File: src/rtl/freq_gate_counter.sv
// freq_gate_counter
//   Gated edge counter. Synchronises the PLL lock flag and an asynchronous
//   signal under test. After lock has been stable for SETTLE_CYCLES, it counts
//   rising edges of sig_in over back-to-back windows of GATE_CYCLES clocks.
//   Each window ends in a one-cycle PUBLISH that hands the count to the
//   readout logic through a valid/ready handshake.
//   Frequency = freq_count * f_clk / GATE_CYCLES; scaling is done downstream.
//
// Ports
//   clk          in   measurement clock
//   rst_n        in   asynchronous active-low reset
//   pll_locked   in   PLL lock flag (asynchronous, 2-FF synchronised)
//   sig_in       in   signal under test (asynchronous, 2-FF sync + history FF)
//   result_ready in   consumer accepts the current result
//   freq_count   out  edge count of the last completed gate
//   result_valid out  freq_count holds an unconsumed result
//   overrun      out  an unconsumed result was overwritten
//   saturated    out  the count behind freq_count hit all-ones
//   meas_active  out  high while in GATE
module freq_gate_counter #(
  parameter int GATE_CYCLES   = 200000000,
  parameter int SETTLE_CYCLES = 1024,
  parameter int CNT_W         = 32
) (
  input  logic             clk,
  input  logic             rst_n,
  input  logic             pll_locked,
  input  logic             sig_in,
  input  logic             result_ready,
  output logic [CNT_W-1:0] freq_count,
  output logic             result_valid,
  output logic             overrun,
  output logic             saturated,
  output logic             meas_active
);

  localparam int GATE_W = $clog2(GATE_CYCLES);
  localparam int SET_W  = (SETTLE_CYCLES > 1) ? $clog2(SETTLE_CYCLES) : 1;

  localparam logic [GATE_W-1:0] GATE_LAST   = GATE_W'(GATE_CYCLES - 1);
  localparam logic [SET_W-1:0]  SETTLE_LAST = SET_W'(SETTLE_CYCLES - 1);
  localparam logic [CNT_W-1:0]  CNT_MAX     = '1;

  typedef enum logic [1:0] {
    ST_WAIT_LOCK = 2'd0,
    ST_SETTLE    = 2'd1,
    ST_GATE      = 2'd2,
    ST_PUBLISH   = 2'd3
  } state_t;

  state_t             r_state;
  logic               r_lock_s1;
  logic               r_lock_s2;
  logic               r_sig_s1;
  logic               r_sig_s2;
  logic               r_sig_s3;
  logic [SET_W-1:0]   r_settle_cnt;
  logic [GATE_W-1:0]  r_gate_cnt;
  logic [CNT_W-1:0]   r_edge_cnt;
  logic [CNT_W-1:0]   r_freq_count;
  logic               r_result_valid;
  logic               r_overrun;
  logic               r_saturated;
  logic               r_meas_active;

  logic               w_lock_s;
  logic               w_rise;
  logic [CNT_W-1:0]   w_edge_next;

  // Synchronisers; r_sig_s3 is the history flop used for edge detection.
  always_ff @(posedge clk or negedge rst_n) begin
    if (!rst_n) begin
      r_lock_s1 <= 1'b0;
      r_lock_s2 <= 1'b0;
      r_sig_s1  <= 1'b0;
      r_sig_s2  <= 1'b0;
      r_sig_s3  <= 1'b0;
    end else begin
      r_lock_s1 <= pll_locked;
      r_lock_s2 <= r_lock_s1;
      r_sig_s1  <= sig_in;
      r_sig_s2  <= r_sig_s1;
      r_sig_s3  <= r_sig_s2;
    end
  end

  assign w_lock_s = r_lock_s2;
  assign w_rise   = r_sig_s2 & ~r_sig_s3;

  // Saturating increment: the counter sticks at all-ones.
  assign w_edge_next = (w_rise && (r_edge_cnt != CNT_MAX)) ? r_edge_cnt + 1'b1 : r_edge_cnt;

  always_ff @(posedge clk or negedge rst_n) begin
    if (!rst_n) begin
      r_state        <= ST_WAIT_LOCK;
      r_settle_cnt   <= '0;
      r_gate_cnt     <= '0;
      r_edge_cnt     <= '0;
      r_freq_count   <= '0;
      r_result_valid <= 1'b0;
      r_overrun      <= 1'b0;
      r_saturated    <= 1'b0;
      r_meas_active  <= 1'b0;
    end else begin
      // Consumer handshake; a publish in the same cycle overrides this below.
      if (r_result_valid && result_ready) begin
        r_result_valid <= 1'b0;
        r_overrun      <= 1'b0;
      end

      // Lock loss aborts the measurement; the published result is kept.
      if ((r_state != ST_WAIT_LOCK) && !w_lock_s) begin
        r_state       <= ST_WAIT_LOCK;
        r_meas_active <= 1'b0;
      end else begin
        case (r_state)
          ST_WAIT_LOCK: begin
            if (w_lock_s) begin
              r_settle_cnt <= '0;
              r_state      <= ST_SETTLE;
            end
          end
          ST_SETTLE: begin
            if (r_settle_cnt == SETTLE_LAST) begin
              r_gate_cnt    <= '0;
              r_edge_cnt    <= '0;
              r_meas_active <= 1'b1;
              r_state       <= ST_GATE;
            end else begin
              r_settle_cnt <= r_settle_cnt + 1'b1;
            end
          end
          ST_GATE: begin
            // An edge in the last gate cycle is still included.
            r_edge_cnt <= w_edge_next;
            if (r_gate_cnt == GATE_LAST) begin
              r_meas_active <= 1'b0;
              r_state       <= ST_PUBLISH;
            end else begin
              r_gate_cnt <= r_gate_cnt + 1'b1;
            end
          end
          ST_PUBLISH: begin
            // Rises here are dropped: one dead cycle per window.
            r_freq_count   <= r_edge_cnt;
            r_saturated    <= (r_edge_cnt == CNT_MAX);
            r_result_valid <= 1'b1;
            r_overrun      <= r_result_valid && !result_ready;
            r_gate_cnt     <= '0;
            r_edge_cnt     <= '0;
            r_meas_active  <= 1'b1;
            r_state        <= ST_GATE;
          end
          default: begin
            r_meas_active <= 1'b0;
            r_state       <= ST_WAIT_LOCK;
          end
        endcase
      end
    end
  end

  assign freq_count   = r_freq_count;
  assign result_valid = r_result_valid;
  assign overrun      = r_overrun;
  assign saturated    = r_saturated;
  assign meas_active  = r_meas_active;

endmodule

File: config.mk
export PLATFORM = sky130hd
export DESIGN_NAME = freq_gate_counter
export DESIGN_NICKNAME = d
export VERILOG_FILES = /design/src/rtl/freq_gate_counter.sv
export SDC_FILE = /design/constraint.sdc
export NUM_CORES = 1
export LEC_CHECK = 0
export ABC_AREA = 1
export CELL_PAD_IN_SITES_DETAIL_PLACEMENT = 0
export CELL_PAD_IN_SITES_GLOBAL_PLACEMENT = 2
export CORE_AREA = 2 2 141 171
export DETAILED_ROUTE_END_ITERATION = 8
export DIE_AREA = 0 0 143 173
export PLACE_DENSITY = 0.8
export SLEW_MARGIN = 30
export SYNTH_ARGS = -nofsm -noshare
export SYNTH_HDL_FRONTEND = slang
export SYNTH_SLANG_ARGS = --single-unit
File: constraint.sdc
create_clock -name clk -period 1.8 [get_ports clk]
set_input_delay 0.54 -clock clk [delete_from_list [all_inputs] [get_ports clk]]
set_output_delay 0.54 -clock clk [all_outputs]
set_load 0.005 [all_outputs]
==> results.yml <==
worst_setup_path:
  path_cells: "ha_4, nand3_4, nor2_4, nand2_2, a21boi_4, a21boi_4, buf_6, clkbuf_16, nand2_2, nand2_1"
  path_buf_inv: 2
  crit_slowest_cell: "dfrtp_1"
  worst_ep_required_time_ns: 2.16
  critPathCaptureType: "flip-flop"
  slowest_delay_ns: 0.40
  cp_max_fo: 7
  cp_top_family: "compound AO/OA/AOI/OAI gates"
  crit_type: "reg2reg"
  cp.arrival_ns: 2.11
  critPathLaunchType: "flip-flop"
route:
  dr.pass1.iters: 4
  ant_nets: 0
  wl_per_cell_um: 13.72
  via_per_inst: 4.336
  dr_total_vias: 6092
  drc: 0
  wl_um: 19280
  drtIter0Drc: 247
min_path:
  min-delay-path-class: "in2async"
sta:
  rsz0062_at_grt: "true"
  drv_slew: 0
  finalSetupTns_ns: 0
  finalSetupViolCount: 0
  fin_hold_ws_ns: 0.1385
  skew_ns: 0.01137
  clock.fmax_mhz: 570.9
  min_period_ns: 1.752
  finalCritPeriodShare_pct: 97.32
  relSlewSlack_pct: 66.01
  finalHoldViolations: 0
  tightest_slew_ns: 0.5098
floorplan:
  io_pins: 41
  die-area_mm2: 0.02474
  num_rows: 61
  die_y_um: 173
  start_util_pct: 27.71
  core_area_mm2: 0.02297
  die_x_um: 143
synthesis:
  synth_warnings: 0
  ys_ff_latch: 113
  postSynthAreaPerCell_um2: 6.786
  ys_seq_area_share_pct: 44.43
  postSynthCellCount: 938
  ys_types: 30
  synth_fp_nets: 946
  syn_area_mm2: 0.006365
layout:
  drive_gt1_share_pct: 16.42
  nets: 1085
  area_growth_pct: 35.84
  diodes: 0
grt:
  antenna_found_initial: 0
  grt.total_usage_pct: 15.89
  grt_pass1_wl_um: 30990
  gr-total-overflow: 0
  grt_pass1_vias: 6136
  grt_start_max_net_pins: 85
placement:
  numPortBuffers: 40
  place_congestion: 0.8505
  dp_hpwl_um: 13760
clocking:
  hold_buffers: 0
  clockBufferDepth: 2
  cts_tree: "built"
  htree_levels: 4
  cts_buffers: 17
  cts_root_buffer: "clkbuf_16"
  clock_latency_ns: 0.42
  cts_sinks: 113
  path_clk_slew_ns: 0.06
power:
  pwr_density_cell_mw_per_mm2: 935.7
  peakVddDrop_mv: 0.6926
  power_mw: 8.090
  p_leak_nw: 4.052
run:
  drv_cap: 0
run_status:
  status: "finished clean"
-- metal layers --
metal	GRT usage [%]	vias up	routed length (um)
met5	0	-	0
met3	3.240	20	455
li1	-	3230	-
met1	18.98	2779	8456
met4	3.960	0	278
met2	28.79	63	10090
-- kinds of logic after synthesis --
kind of cell	synth area share, %
adders and majority gates	0.5898
xor gates and xnor gates	1.789
DFF	44.43
buffers and inverters	6.389
AOI/OAI and AO/OA	7.411
and+or+nand+nor	39.39
-- synthesized netlist by cell type (all sizes together) --
cell type    n  share of area, %
a21boi       2              0.47
dfrtp      113                44
nor4         1             0.098
nand4        9              0.88
buf         11               1.1
ha           3              0.59
xor2        12               1.7
xnor2        1              0.14
or2          2              0.20
o21bai       1              0.12
inv         76               4.5
nand3       61               4.9
o21ai       67               5.3
a21oi       18               1.4
nand3b       1              0.12
nor3b        1              0.12
nand2      395                24
clkbuf      13              0.77
nor3         7              0.55
nor2       143               8.7
a2bb2oi      1              0.14
-- timing repair --
action | CTS | global route
buffers inserted | 8 | 6
resized for setup | 32 | 27
gates cloned | 0 | 4
endpoints found under the setup margin | 33 | 46
pin swaps | 0 | 6
-- cell usage in the layout, fill, tap and decap left out, types with 5 or more instances in the layout --
| cell | synthesis | final |
|---|---|---|
| nor2_1 | 139 | 132 |
| o21ai_0 | 53 | 53 |
| buf_4 | 3 | 93 |
| clkinvlp_4 | 0 | 5 |
| nor2_2 | 3 | 8 |
| nor3_1 | 7 | 7 |
| o21ai_1 | 14 | 14 |
| dfrtp_1 | 113 | 113 |
| inv_1 | 75 | 74 |
| clkbuf_16 | 0 | 20 |
| nand2_2 | 15 | 21 |
| xor2_1 | 12 | 12 |
| buf_12 | 0 | 6 |
| nand3_1 | 60 | 60 |
| nand2_1 | 380 | 373 |
| a21oi_1 | 18 | 18 |
| nand4_1 | 9 | 9 |
| dlygate4sd2_1 | 0 | 32 |
-- layout make-up --
class / instances / area [um^2]
Tap cell: 315 / 394.1
Clock buffer: 19 / 452.9
Inverter: 76 / 285.3
Fill cell: 2451 / 14330
Timing Repair Buffer: 144 / 1287
Clock inverter: 13 / 185.2
Sequential cell: 113 / 2828
Multi-Input combinational cell: 725 / 3213
-- worst paths after layout --
path                                       from              to  slack (ns)  cells after the start
worst min-delay path                      rst_n  r_edge_cnt[10]        0.14                      2
max in group asynchronous                 rst_n   r_gate_cnt[7]        1.23                      2
min in group clk                       r_sig_s1        r_sig_s2        0.36                      0
worst max register to register  r_settle_cnt[1]   r_edge_cnt[7]        0.05                     10
worst max-delay path            r_settle_cnt[1]   r_edge_cnt[7]        0.05                     10
worst min register to register         r_sig_s1        r_sig_s2        0.36                      0
-- metrics by stage --
stage               area (um^2)  setup WS, ns  utilization (%)  cells
floorplan                  6365      0.003221                -    938
global placement           7761       0.07660            33.78   1355
detailed placement         7761       0.04146            33.78   1355
CTS                        8419     0.0009837            36.65   1395
global route               8646      -0.03534            37.63   1405
finish                     8646       0.04833            37.63   1405
-- power by group --
group	leakage (nW)	internal, mW	switching, mW	total [mW]
combinational	2.19	0.654	1.02	1.67
sequential	1.56	2.65	0.0891	2.74
clock	0.297	2.39	1.29	3.68
total	4.05	5.69	2.40	8.09
-- sequential cells by signal, summed over array words and instances, names as in the netlist, 2 cells and up --
| name | flops |
|---|---|
| r_edge_cnt | 32 |
| r_settle_cnt | 10 |
| freq_count | 32 |
| r_state | 2 |
| r_gate_cnt | 28 |
No activity file was read; power rests on OpenSTA's default activity.
